--- src/rtl/data_inf_rr_merge.sv ---
// N-to-1 valid/ready merge with round-robin arbitration, optional packet lock,
// and a single registered output stage tagged with the source channel id.
module data_inf_rr_merge #(
  parameter int NUM      = 4,
  parameter int DSIZE    = 8,
  parameter int PKT_MODE = 0,
  localparam int IDW     = (NUM > 1) ? $clog2(NUM) : 1
) (
  input  logic                  clock,
  input  logic                  rst,
  input  logic [NUM-1:0]        s_valid,
  input  logic [NUM*DSIZE-1:0]  s_data,
  input  logic [NUM-1:0]        s_last,
  output logic [NUM-1:0]        s_ready,
  output logic                  m_valid,
  output logic [DSIZE-1:0]      m_data,
  output logic                  m_last,
  output logic [IDW-1:0]        m_id,
  input  logic                  m_ready
);

  typedef enum logic {IDLE, LOCKED} lock_e;

  lock_e                        state_q;
  logic [IDW-1:0]               lock_id_q, ptr_q, ptr_d;
  logic                         m_valid_q, m_last_q;
  logic [DSIZE-1:0]             m_data_q;
  logic [IDW-1:0]               m_id_q;
  logic [NUM-1:0][DSIZE-1:0]    lane_data;
  logic [IDW-1:0]               gnt, cand;
  logic                         gnt_vld, accept, take;

  assign lane_data = s_data;
  assign accept    = !m_valid_q || m_ready;
  assign take      = accept && gnt_vld && !rst;

  // Walk the rotation from the far end so the channel nearest ptr wins.
  always_comb begin
    gnt     = ptr_q;
    gnt_vld = 1'b0;
    cand    = '0;
    if (PKT_MODE != 0 && state_q == LOCKED) begin
      gnt     = lock_id_q;
      gnt_vld = s_valid[lock_id_q];
    end else begin
      for (int k = NUM-1; k >= 0; k--) begin
        cand = IDW'((int'(ptr_q) + k) % NUM);
        if (s_valid[cand]) begin
          gnt     = cand;
          gnt_vld = 1'b1;
        end
      end
    end
  end

  assign ptr_d = (gnt == IDW'(NUM-1)) ? '0 : gnt + 1'b1;

  for (genvar i = 0; i < NUM; i++) begin : g_rdy
    assign s_ready[i] = take && (gnt == IDW'(i));
  end

  always_ff @(posedge clock) begin
    if (rst) begin
      m_valid_q <= 1'b0;
      m_data_q  <= '0;
      m_last_q  <= 1'b0;
      m_id_q    <= '0;
      ptr_q     <= '0;
      lock_id_q <= '0;
      state_q   <= IDLE;
    end else if (take) begin
      m_valid_q <= 1'b1;
      m_data_q  <= lane_data[gnt];
      m_last_q  <= s_last[gnt];
      m_id_q    <= gnt;
      ptr_q     <= ptr_d;
      // Lock opens on a non-last beat and closes on the accepted last beat.
      if (PKT_MODE != 0) begin
        state_q   <= s_last[gnt] ? IDLE : LOCKED;
        lock_id_q <= gnt;
      end
    end else if (m_ready) begin
      m_valid_q <= 1'b0;
    end
  end

  assign m_valid = m_valid_q;
  assign m_data  = m_data_q;
  assign m_last  = m_last_q;
  assign m_id    = m_id_q;

endmodule

--- config.mk ---
export PLATFORM = sky130hd
export DESIGN_NAME = data_inf_rr_merge
export DESIGN_NICKNAME = d
export VERILOG_FILES = /design/src/rtl/data_inf_rr_merge.sv
export SDC_FILE = /design/constraint.sdc
export NUM_CORES = 1
export LEC_CHECK = 0
export CORE_AREA = 2 2 55 57
export DETAILED_ROUTE_END_ITERATION = 10
export DIE_AREA = 0 0 57 59
export PLACE_DENSITY = 0.73
export SYNTH_ARGS = -nofsm -noshare
export SYNTH_HDL_FRONTEND = slang
export SYNTH_SLANG_ARGS = --single-unit
export TNS_END_PERCENT = 1
--- constraint.sdc ---
create_clock -name clock -period 2.7 [get_ports clock]
set_clock_uncertainty 0.15 [all_clocks]
set_input_delay 0.81 -clock clock [delete_from_list [all_inputs] [get_ports clock]]
set_output_delay 0.81 -clock clock [all_outputs]
set_load 0.01 [all_outputs]
# Yosys cells after proc, flatten, opt, wreduce, memory -nomap -nowiden
# Index checks and enable logic that the tools add are counted.
# W data, S select, Z words.
[totals] output_inout_bits=16 in_bits=43 elab_cells=51 regBits=14
[op_classes] n_reduce_logical=11 n_addsub=4 n_mux=23 n_lt_le_gt_ge=5 eq_ne=3
[op_table] operator="$bmux W8 S2" n=1
[op_table] operator="$lt A2 B3 Y1 const B" n=5
[op_table] operator="$mux W1" n=11
[op_table] operator="$bmux W1 S2" n=5
[op_table] operator="$mux W2" n=5
[op_table] operator="$mux W8" n=1
[op_table] operator="$logic_and A1 B1 Y1" n=6
[op_table] operator="$add A2 B1 Y2 const B" n=2
[op_table] operator="$add A2 B2 Y2 const B" n=2
[op_table] operator="$eq A2 B2 Y1 const B" n=2
[op_table] operator="$eq A2 B1 Y1 const B" n=1
[op_table] operator="$logic_not A1 Y1" n=2
[op_table] operator="$logic_not A2 Y1" n=1
[op_table] operator="$reduce_bool A2 Y1" n=1
[op_table] operator="$logic_or A1 B1 Y1" n=1

# Logic depth before layout (Yosys ltp)
[depth] depth_word=10 mapped_depth=6 depth_no_buf=5

# Worst setup path after synthesis
# Ideal clock, no wire load.
[synth_timing] kind="input port to output port" start="input port s_valid[2]" end="output port s_ready[0]" t_arrival_ns=1.915 cell_stages=6 setup_slack_ns=-0.175 path_cell_list="nor3b_1 a31oi_1 a31oi_1 or3b_1 buf_6 nor2_1"
[synth_via] elab_chain_cells=9 word_cells_on_any_way=20 classes_between="16 x mux; 4 x reduce/logical"
[synth_rtl] item="from (decl)" line_no="11" source="input logic [NUM-1:0] s_valid,"
[synth_rtl] item="$bmux W1 S2" line_no="48" source="if (s_valid[cand]) begin"
[synth_rtl] item="$mux W1 (not written as such)" line_no="48"
[synth_rtl] item="$mux W1 (4 in series)" line_no="48"
[synth_rtl] item="$logic_and A1 B1 Y1 (2 in series)" line_no="35" source="assign take = accept && gnt_vld && !rst;"
[synth_rtl] item="$logic_and A1 B1 Y1 (*)" line_no="59" source="assign s_ready[i] = take && (gnt == IDW'(i));"
[synth_rtl] item="to (decl)" line_no="14" source="output logic [NUM-1:0] s_ready,"
# Every way passes the cells marked *; elsewhere a longest branch is shown, timed or not. The select of a mux whose other input is x is not followed.

# Worst setup path after layout
# Ends and elaborated chain as after synthesis.

==> impl_metrics.tcl <==
set metrics [dict create \
    clockBufferDepth 2 \
    path_common_cell "a31oi_2" \
    clock_latency_ns 0.28 \
    finalMaxSlewViolations 0 \
    grt_remaining_overflow 0 \
    finalSetupViolCount 4 \
    regArea_sq_um 280 \
    place.gp.congestion 0.832 \
    violations "negative setup slack" \
    fin_hold_ws_ns 0.328 \
    syn-cell-area_sq_um 832 \
    worstHoldPathType "flop to flop" \
    power_frac_clock 0.191 \
    pwr_density_cell_nw_per_um2 484 \
    n_antenna_cell 0 \
    cts_buffers 3 \
    utilization 0.601 \
    hpwl_mm 2.15 \
    cp.required_ns 1.74 \
    final_area_sq_um 1630 \
    crit_fanout 3 \
    cts_tree "built" \
    grt_util_all_layers 0.164 \
    wire_per_inst_um 13.5 \
    ys_ff_latch 14 \
    die_width_um 57 \
    clk_pin_slew_worst_paths_ns 0.08 \
    dp.cells 191 \
    worstReg2RegStart "ptr_q[0]$_SDFFE_PP0P_" \
    max_freq_ghz 0.338 \
    vias 959 \
    ys_seq_area_frac 0.337 \
    viasPerCell 4.84 \
    timing.final.ws_setup_ns -0.260 \
    r2r_cells 8 \
    grt_pass1_wl_mm 4.37 \
    synthCells 92 \
    syn_to_final_growth_pct 95.6 \
    yosys_warnings 0 \
    dr.pass1.iters 3 \
    status "finished with violations" \
    p_int_uw 543 \
    stdcell_count 198 \
    initial_core_util 0.307 \
    synth_cell_types 22 \
    synth_edf_count 0 \
    min_from "m_data[0]$_SDFFE_PP0P_" \
    post-route-period-util 1.10 \
    synth_most_common_cell "mux2i_1" \
    die_h_um 59 \
    synthArstFlopShare 0 \
    switchingPower_uw 246 \
    cp_slowest_cell "or3b_4" \
    synth.top_cells.by_count "mux2i_1 (20), dfxtp_1 (14), nand2_1 (10), nor2_1 (10), o221ai_1 (9)" \
    synthFlopType "dfxtp_1" \
    critical_path.max_stage_delay_ns 0.42 \
    grt_pass1_vias 1039 \
    drv_cap 0 \
    core_region_area_sq_um 2710 \
    dpl_cell_area_sq_um 1530 \
    netlist.area_leader.share 0.337 \
    wirelength_mm 2.68 \
    reg2reg_slack_ns 0.76 \
    drive_above_1_share 0.257 \
    avgSynthCellArea_sq_um 9.04 \
    crit_type "input port to primary output" \
    whs_endpoint "m_data[0]$_SDFFE_PP0P_" \
    fillers 261 \
    crit_path_start_kind "input port" \
    ant_nets 0 \
    hold_viol 0 \
    antenna_found_initial 0 \
    p_comb_frac 0.475 \
    endpoint_kind "primary output" \
    r2r_end "m_data[6]$_SDFFE_PP0P_" \
    port_buffers 58 \
    h-tree-depth 1 \
    grt_start_max_net_pins 10 \
    worstMarginPinSlew_ns 0.301 \
    ios 59 \
    relSlewSlack 0.798 \
    synth.net_count 135 \
    drc_errors 0 \
    multi_input_area_sq_um 556 \
    rows 19 \
    period_needed_ns 2.96 \
    peakVddDrop_uv 312 \
    hold_depth 2 \
    arrival_ns 2.00 \
    rsz0062_at_grt "true" \
    synthTopCellsByArea "dfxtp_1 (34%), mux2i_1 (24%), o221ai_1 (9.5%), nand2_1 (4.5%), nor2_1 (4.5%)" \
    p_seq_frac 0.335 \
    drt_iter0_drc 13 \
    post-place-ws_ns -1.07 \
    num-nets-final 211 \
    cp_cell_sequence "buf_6 -> nor3b_4 -> a31oi_2 -> a31oi_2 -> or3b_4 -> nor2_2 -> buf_2" \
    fp.dieArea_sq_um 3360 \
    clockRootBuffer "clkbuf_4" \
    leakagePower_uw 0.000685 \
    yosysTopAreaCell "dfxtp_1" \
    clock-sinks 14 \
    sw_frac_of_total 0.311 \
]
-- power groups by stage --
stage                     Sequential [uW]  Clock [uW]  Combinational (uW)
after global placement                264           0                 347
after global routing                  267         166                 403
after CTS                             262         156                 362
after detailed placement              265           0                 355
after floorplan                       278           0                 160
final                                 264         150                 374
-- routing by layer --
metal | track usage | share of wire | up-vias | wire (um)
met5 | 0 | 0 | - | 0
met4 | 0.0565 | 0.0030 | 0 | 8
met3 | 0.0546 | 0.092 | 2 | 246
met2 | 0.299 | 0.51 | 39 | 1370
met1 | 0.180 | 0.39 | 431 | 1060
li1 | - | - | 487 | -
-- flip-flops by register name, indices dropped and copies added, names as in the netlist --
name,count
ptr_q,2
m_last,1
m_id,2
m_valid,1
m_data,8
-- what timing repair did --
| action | CTS | global route |
|---|---|---|
| setup endpoints to repair | 4 | 4 |
| hold buffers | 0 | 0 |
| pin swaps | 7 | 5 |
| gates cloned | 0 | 0 |
| gates resized for setup | 38 | 12 |
| buffers inserted | 2 | 1 |
-- area by class of cell --
type / instances / area share
Inverter: 5 / 0.0115
Tap cell: 31 / 0.0238
Multi-Input combinational cell: 68 / 0.341
Clock buffer: 4 / 0.0223
Timing Repair Buffer: 76 / 0.429
Sequential cell: 14 / 0.172
-- worst max-delay path by stage --
stage | to | cells after the start | startpoint
detailed placement | s_ready[0] | 7 | s_valid[1]
global route | s_ready[0] | 7 | s_valid[2]
finish | s_ready[0] | 7 | s_valid[2]
CTS | s_ready[0] | 7 | s_valid[2]
global placement | s_ready[0] | 7 | s_valid[1]
floorplan | s_ready[0] | 6 | s_valid[2]
-- stage by stage --
step                      setup TNS, ns  total power, uW
final                            -0.913              788
after global routing              -1.13              836
after CTS                         -1.03              779
after detailed placement          -5.77              621
after global placement            -5.18              612
after floorplan                  -0.448              438
-- cells in the final DEF (no fill, tap or decap), types with 2 or more instances in the layout --
| master | instances |
|---|---|
| a21oi_1 | 3 |
| a31oi_2 | 2 |
| dfxtp_1 | 14 |
| buf_4 | 18 |
| nand2_1 | 10 |
| nand2b_1 | 3 |
| buf_2 | 4 |
| a211oi_1 | 3 |
| mux2i_1 | 20 |
| clkdlybuf4s50_1 | 49 |
| nor2_2 | 3 |
| nor2_1 | 6 |
| inv_1 | 3 |
| buf_6 | 3 |
| o221ai_1 | 9 |
| inv_2 | 2 |
| clkbuf_4 | 3 |
-- cell families after synthesis --
logic type	Yosys count	share of synthesized area
and+or+nand+nor	27	0.149
muxes	20	0.241
buffers and inverters	10	0.0677
AOI/OAI and AO/OA	20	0.195
xor gates and xnor gates	1	0.0105
DFF	14	0.337
-- worst max-delay path, delay by kind of cell --
| kind | cells | cell delay, ns |
|---|---|---|
| buf+inv | 2 | 0.22 |
| simple gates | 3 | 0.65 |
| compound gates | 2 | 0.30 |
Power figures use the tool's default switching activity.
